==> src/rtl/wm8731_dac_serializer.sv <==
// I2S master serializer for the WM8731 DAC: pops one stereo word per frame from the playback FIFO.
// Defining WM8731_UNDERRUN_CNT_EN adds a saturating underrun counter port.
module wm8731_dac_serializer #(
  parameter int unsigned SAMPLE_WIDTH = 16,
  parameter int unsigned SLOT_BITS    = 32,
  parameter int unsigned BCLK_DIV     = 2
) (
  input  logic                      Clk,
  input  logic                      Reset_in,
  input  logic                      Enable_in,
  input  logic [2*SAMPLE_WIDTH-1:0] Data_in,
  input  logic                      Empty_in,
  output logic                      ReadEn_out,
  output logic                      BClk_out,
  output logic                      DACLRC_out,
  output logic                      DACDAT_out,
  output logic                      Underrun_out,
`ifdef WM8731_UNDERRUN_CNT_EN
  output logic [7:0]                Underrun_cnt_out,
`endif
  output logic                      Running_out
);

  localparam int unsigned CNT_W      = $clog2(2 * SLOT_BITS);
  localparam int unsigned DIV_W      = (BCLK_DIV > 1) ? $clog2(BCLK_DIV) : 1;
  localparam int unsigned IDX_W      = (SAMPLE_WIDTH > 1) ? $clog2(SAMPLE_WIDTH) : 1;
  localparam int unsigned FRAME_LAST = 2 * SLOT_BITS - 1;

  if (SLOT_BITS < SAMPLE_WIDTH + 1) begin : g_bad_slot
    $error("SLOT_BITS must be at least SAMPLE_WIDTH+1");
  end
  if (BCLK_DIV < 1) begin : g_bad_div
    $error("BCLK_DIV must be at least 1");
  end

  typedef enum logic {S_IDLE, S_RUN} state_t;

  state_t                  state_q, state_d;
  logic [DIV_W-1:0]        div_q, div_d;
  logic [CNT_W-1:0]        bit_q, bit_d;
  logic                    bclk_q, bclk_d;
  logic                    lrc_q, lrc_d;
  logic                    dat_q, dat_d;
  logic                    rd_q, rd_d;
  logic                    und_q, und_d;
  logic [SAMPLE_WIDTH-1:0] left_q, left_d;
  logic [SAMPLE_WIDTH-1:0] right_q, right_d;

  logic                    frame_start;
  logic                    right_slot;
  logic [CNT_W-1:0]        bit_nxt;
  logic [CNT_W-1:0]        slot_pos;
  logic [IDX_W-1:0]        bit_idx;

  // State and output registers
  always_ff @(posedge Clk or posedge Reset_in) begin
    if (Reset_in) begin
      state_q <= S_IDLE;
      div_q   <= '0;
      bit_q   <= '0;
      bclk_q  <= 1'b0;
      lrc_q   <= 1'b0;
      dat_q   <= 1'b0;
      rd_q    <= 1'b0;
      und_q   <= 1'b0;
      left_q  <= '0;
      right_q <= '0;
    end else begin
      state_q <= state_d;
      div_q   <= div_d;
      bit_q   <= bit_d;
      bclk_q  <= bclk_d;
      lrc_q   <= lrc_d;
      dat_q   <= dat_d;
      rd_q    <= rd_d;
      und_q   <= und_d;
      left_q  <= left_d;
      right_q <= right_d;
    end
  end

  // Next-state: BCLK divider, bit sequencing on falling ticks, frame start/stop
  always_comb begin
    state_d     = state_q;
    div_d       = div_q;
    bit_d       = bit_q;
    bclk_d      = bclk_q;
    lrc_d       = lrc_q;
    dat_d       = dat_q;
    rd_d        = 1'b0;
    und_d       = 1'b0;
    left_d      = left_q;
    right_d     = right_q;
    frame_start = 1'b0;
    right_slot  = 1'b0;
    slot_pos    = '0;
    bit_idx     = '0;
    bit_nxt     = bit_q + CNT_W'(1);

    case (state_q)
      S_IDLE: frame_start = Enable_in;
      S_RUN: begin
        if (div_q == DIV_W'(BCLK_DIV - 1)) begin
          div_d  = '0;
          bclk_d = ~bclk_q;
          if (bclk_q) begin
            if (bit_q == CNT_W'(FRAME_LAST)) begin
              if (Enable_in) begin
                frame_start = 1'b1;
              end else begin
                state_d = S_IDLE;
                bclk_d  = 1'b0;
                lrc_d   = 1'b0;
                dat_d   = 1'b0;
                bit_d   = '0;
              end
            end else begin
              // MSB lands one BCLK after the LRC edge (slot position 1)
              right_slot = (bit_nxt >= CNT_W'(SLOT_BITS));
              slot_pos   = right_slot ? bit_nxt - CNT_W'(SLOT_BITS) : bit_nxt;
              bit_idx    = IDX_W'(CNT_W'(SAMPLE_WIDTH) - slot_pos);
              bit_d      = bit_nxt;
              lrc_d      = right_slot;
              dat_d      = (slot_pos != '0) && (slot_pos <= CNT_W'(SAMPLE_WIDTH)) &&
                           (right_slot ? right_q[bit_idx] : left_q[bit_idx]);
            end
          end
        end else begin
          div_d = div_q + DIV_W'(1);
        end
      end
      default: state_d = S_IDLE;
    endcase

    if (frame_start) begin
      state_d = S_RUN;
      div_d   = '0;
      bit_d   = '0;
      bclk_d  = 1'b0;
      lrc_d   = 1'b0;
      dat_d   = 1'b0;
      if (Empty_in) begin
        left_d  = '0;
        right_d = '0;
        und_d   = 1'b1;
      end else begin
        left_d  = Data_in[2*SAMPLE_WIDTH-1:SAMPLE_WIDTH];
        right_d = Data_in[SAMPLE_WIDTH-1:0];
        rd_d    = 1'b1;
      end
    end
  end

`ifdef WM8731_UNDERRUN_CNT_EN
  logic [7:0] ucnt_q;

  // Saturating count of underrun frames
  always_ff @(posedge Clk or posedge Reset_in) begin
    if (Reset_in) begin
      ucnt_q <= 8'd0;
    end else if (und_q && (ucnt_q != 8'hFF)) begin
      ucnt_q <= ucnt_q + 8'd1;
    end
  end

  assign Underrun_cnt_out = ucnt_q;
`endif

  assign ReadEn_out   = rd_q;
  assign BClk_out     = bclk_q;
  assign DACLRC_out   = lrc_q;
  assign DACDAT_out   = dat_q;
  assign Underrun_out = und_q;
  assign Running_out  = (state_q == S_RUN);

endmodule

==> config.mk <==
export PLATFORM = sky130hd
export DESIGN_NAME = wm8731_dac_serializer
export DESIGN_NICKNAME = d
export VERILOG_FILES = /design/src/rtl/wm8731_dac_serializer.sv
export SDC_FILE = /design/constraint.sdc
export NUM_CORES = 1
export LEC_CHECK = 0
export BUFFER_PORTS_ARGS = -buffer_cell sky130_fd_sc_hd__buf_4
export CORE_MARGIN = 5
export CORE_UTILIZATION = 30
export CTS_BUF_LIST = sky130_fd_sc_hd__clkbuf_16
export DETAILED_ROUTE_END_ITERATION = 10
export GPL_TIMING_DRIVEN = 0
export HOLD_SLACK_MARGIN = 0.06
export PLACE_DENSITY = 0.52
export SETUP_SLACK_MARGIN = 0.1
export SYNTH_ARGS = -nofsm -noshare
export SYNTH_HDL_FRONTEND = slang
export SYNTH_SLANG_ARGS = --single-unit
==> constraint.sdc <==
create_clock -name Clk -period 2.3 [get_ports Clk]
set_input_delay 0.115 -clock Clk [delete_from_list [all_inputs] [get_ports Clk]]
set_output_delay 0.115 -clock Clk [all_outputs]
set_load 0.005 [all_outputs]
==> key figures <==
Placed design
  – DP Worst Slack: -84.38 ps
  – RD Place Congestion: 0.7583
  – Area post-placement: 0.002724 mm^2
  – Port Buffers: 41
  – Hpwl dp: 3876 um

Die
  – Area of the die: 0.009363 mm^2
  – Initial Utilization: 0.3097
  – Top-Level Pins: 42
  – Die height: 96.77 um
  – Core Box Area: 0.007292 mm^2
  – Die W: 96.77 um
  – # rows: 31

Pwr
  – Clock share of power: 0.269
  – P_sw: 0.8607 mW
  – Sw frac: 0.3225
  – P_int: 1.808 mW
  – Leak: 1.408 nW
  – Flop pwr share: 0.346
  – Pwr Density: 906.8 mW/mm^2
  – Total Power: 2.669 mW
  – Combinational Power Share: 0.385
  – Worst VDD drop: 0.3277 mV

STA
  – Setup violators final: 0
  – Slew margin rel.: 0.6511
  – Max Fclk: 445.5 MHz
  – Setup slack after layout: 55.43 ps
  – Final hold vios: 0
  – Worst slew pin tran: 521.6 ps
  – Post-Route Setup TNS: 0 ps
  – Period minus WS final: 2245 ps
  – Slew Viols, Final: 0
  – RSZ-0062 raised after global routing: yes
  – Tcrit/Tclk final: 0.9759
  – Clk_skew: 7.485 ps

Setup path
  – Worst setup SP type: flop
  – CP max stage cell: mux4_2
  – R2R Path End: DACDAT_out
  – Start point of the critical path: bit_q[0]
  – Reg2reg setup slack: 60 ps
  – Worst setup EP type: flop
  – Cell Chain, Critical Path: ha_4, buf_12, mux4_2, mux2_2, or3_1, a32oi_1, o21ai_1
  – Max FO, Critical Path: 3
  – Max stage delay on crit path: 480 ps
  – WS Path Type: flop to flop
  – Register-to-Register Path Depth: 7
  – Worst Setup EP: DACDAT_out
  – CP required: 2470 ps
  – Worst Path Arrival: 2410 ps
  – Reg2reg start: bit_q[0]

Layout
  – Fin nets: 332
  – Commonest cells after routing, fill and taps aside: nand2_1, buf_4, dfrtp_1, o21ai_0, clkbuf_1
  – Cell area after layout: 0.002943 mm^2
  – Synthesis-to-finish area growth: 30.30%
  – Fill cells: 776
  – Share of cells above drive strength 1: 0.2339
  – Antenna cells: 0
  – Most common cell after layout, fill and taps aside: nand2_1

Synth
  – Syn_nets: 276
  – Netlist cell types: 34
  – Seq/Total Area, Yosys: 0.4986
  – Mapped cell area: 0.002258 mm^2
  – Synth Warn #: 0
  – Mean Syn Cell Area: 9.489 um^2
  – Register bit count reported by yosys: 45
  – Synth Instances: 238

Detailed routing
  – Vias: 1826
  – Initial DRC count: 78
  – First-pass detailed-route iteration total: 4
  – Total Wirelength: 5269 um
  – Wire per inst: 13.37 um
  – Final ANT Viol Nets: 0
  – DR vias/cell: 4.635
  – Drt drc: 0

GRT
  – Initial antenna violation count: 0
  – GRT Resource Usage Total: 0.1158
  – Largest net degree at the start of global routing: 25
  – Vias in the first global route: 1902
  – First-pass GRT wire length: 8963 um
  – Global route overflow: 0

Flow run
  – Max-cap viol count: 0

CTS
  – Clock sink total: 45
  – CTS tree: built
  – CTS root buf: clkbuf_16
  – Worst-skew pair later-pin latency: 290 ps
  – CTS clk-pin slew, worst paths: 70 ps
  – Max H-tree Level: 2
  – CTS Buf Count: 5
  – Clock Tree Buf Depth: 2

Worst hold path
  – Hold Crit Depth: 3
  – Min-Delay Path Class: primary input to flop

Outcome
  – Status: finished clean
## cells in the mapped netlist
library cell,n,area [um^2]
o211a_1,1,10.01
buf_6,2,22.52
o21ai_0,37,185.2
nand3_1,3,15.01
nand4_1,1,6.260
a31oi_1,1,6.260
a21oi_1,4,20.02
nand2b_1,5,31.28
mux2i_1,1,10.01
a21o_1,3,22.52
mux4_1,7,183.9
nor2_1,7,26.28
dfrtp_1,45,1126
mux2_2,2,22.52
nor3_1,4,20.02
inv_1,5,18.77
nand2_1,76,285.3
or3_1,1,6.260
nor4b_1,1,8.760
clkbuf_1,13,48.80
xnor2_1,2,17.52
and3_1,2,12.51
a31oi_2,1,12.51
mux4_2,1,22.52
and4bb_2,1,12.51
buf_2,1,5.000
xor2_1,2,17.52
a32oi_1,1,8.760
ha_1,2,25.02
a22o_1,1,8.760
nor2b_1,1,6.260
a2bb2oi_1,1,8.760
o221ai_2,1,15.01
o21ai_1,2,10.01
## worst min-delay path by stage
stage / startpoint / slack [ps] / endpoint
floorplan: Empty_in / 180 / ReadEn_out
global placement: Empty_in / 280 / ReadEn_out
detailed placement: Reset_in / 190 / div_q
CTS: Data_in[24] / 80 / left_q[8]
global route: Data_in[28] / 80 / left_q[12]
finish: Data_in[28] / 80 / left_q[12]
## repair_timing
action                     in CTS  in global routing
setup buffers                   4                  0
gates resized for setup         3                  6
hold endpoints to repair       23                  0
setup endpoints to repair       1                 21
hold buffers                    3                  0
## state kept, by name (all words and copies together), names as in the netlist
register / cells
DACDAT_out: 1
left_q: 16
Underrun_out: 1
DACLRC_out: 1
Running_out: 1
ReadEn_out: 1
right_q: 16
bit_q: 6
div_q: 1
BClk_out: 1
## per-layer routing
metal | part of all wire | GRT usage | vias up
met3 | 0.034 | 0.02806 | 8
met4 | 0.014 | 0.03888 | 0
met1 | 0.48 | 0.1536 | 863
met2 | 0.47 | 0.1852 | 31
met5 | 0 | 0 | -
li1 | - | - | 924
## worst max-delay path: cells and delay by family (launching register included)
family,cells,cell delay [ps]
compound gates,2,250
fa+ha+maj,1,300
buf+inv,1,100
flops,1,430
mux,2,760
simple gates,1,300
## cells by family (layout without fill, tap and decap cells)
family | after synthesis | count (layout) | share of synthesized area
flip-flops | 45 | 45 | 0.4986
adder cells (fa/ha/maj) | 2 | 2 | 0.01108
AO/OA/AOI/OAI | 53 | 53 | 0.1363
AND/OR/NAND/NOR | 102 | 102 | 0.1906
multiplexers | 11 | 11 | 0.1058
buffers and inverters | 21 | 78 | 0.04210
XOR/XNOR | 4 | 4 | 0.01552
## cell type report
type	count	area [um^2]	area share
inverters	5	18.77	0.006378
clock inverters	3	20.02	0.006803
clock buffers	5	125.1	0.04252
multi-input cells	172	1050	0.3567
repair buffers	49	387.9	0.1318
plain buffers	16	88.84	0.03019
well taps	99	123.9	0.04209
flip-flops and latches	45	1129	0.3835
## stage by stage
stage	cells	hold slack, ps	util
detailed placement	379	193.5	0.3735
global route	394	81.30	0.4036
floorplan	238	181.4	-
finish	394	79.66	0.4036
global placement	378	277.4	0.3708
CTS	394	77.52	0.4031
## power groups by stage
| stage | clock [mW] | combinational (mW) | sequential (mW) |
|---|---|---|---|
| floorplan | 0 | 0.684 | 0.936 |
| global placement | 0 | 0.892 | 0.953 |
| detailed placement | 0 | 0.906 | 0.954 |
| CTS | 0.732 | 1.04 | 0.923 |
| global route | 0.765 | 1.14 | 0.930 |
| finish | 0.717 | 1.03 | 0.923 |
Note: power is estimated with default switching activity, not from simulation.
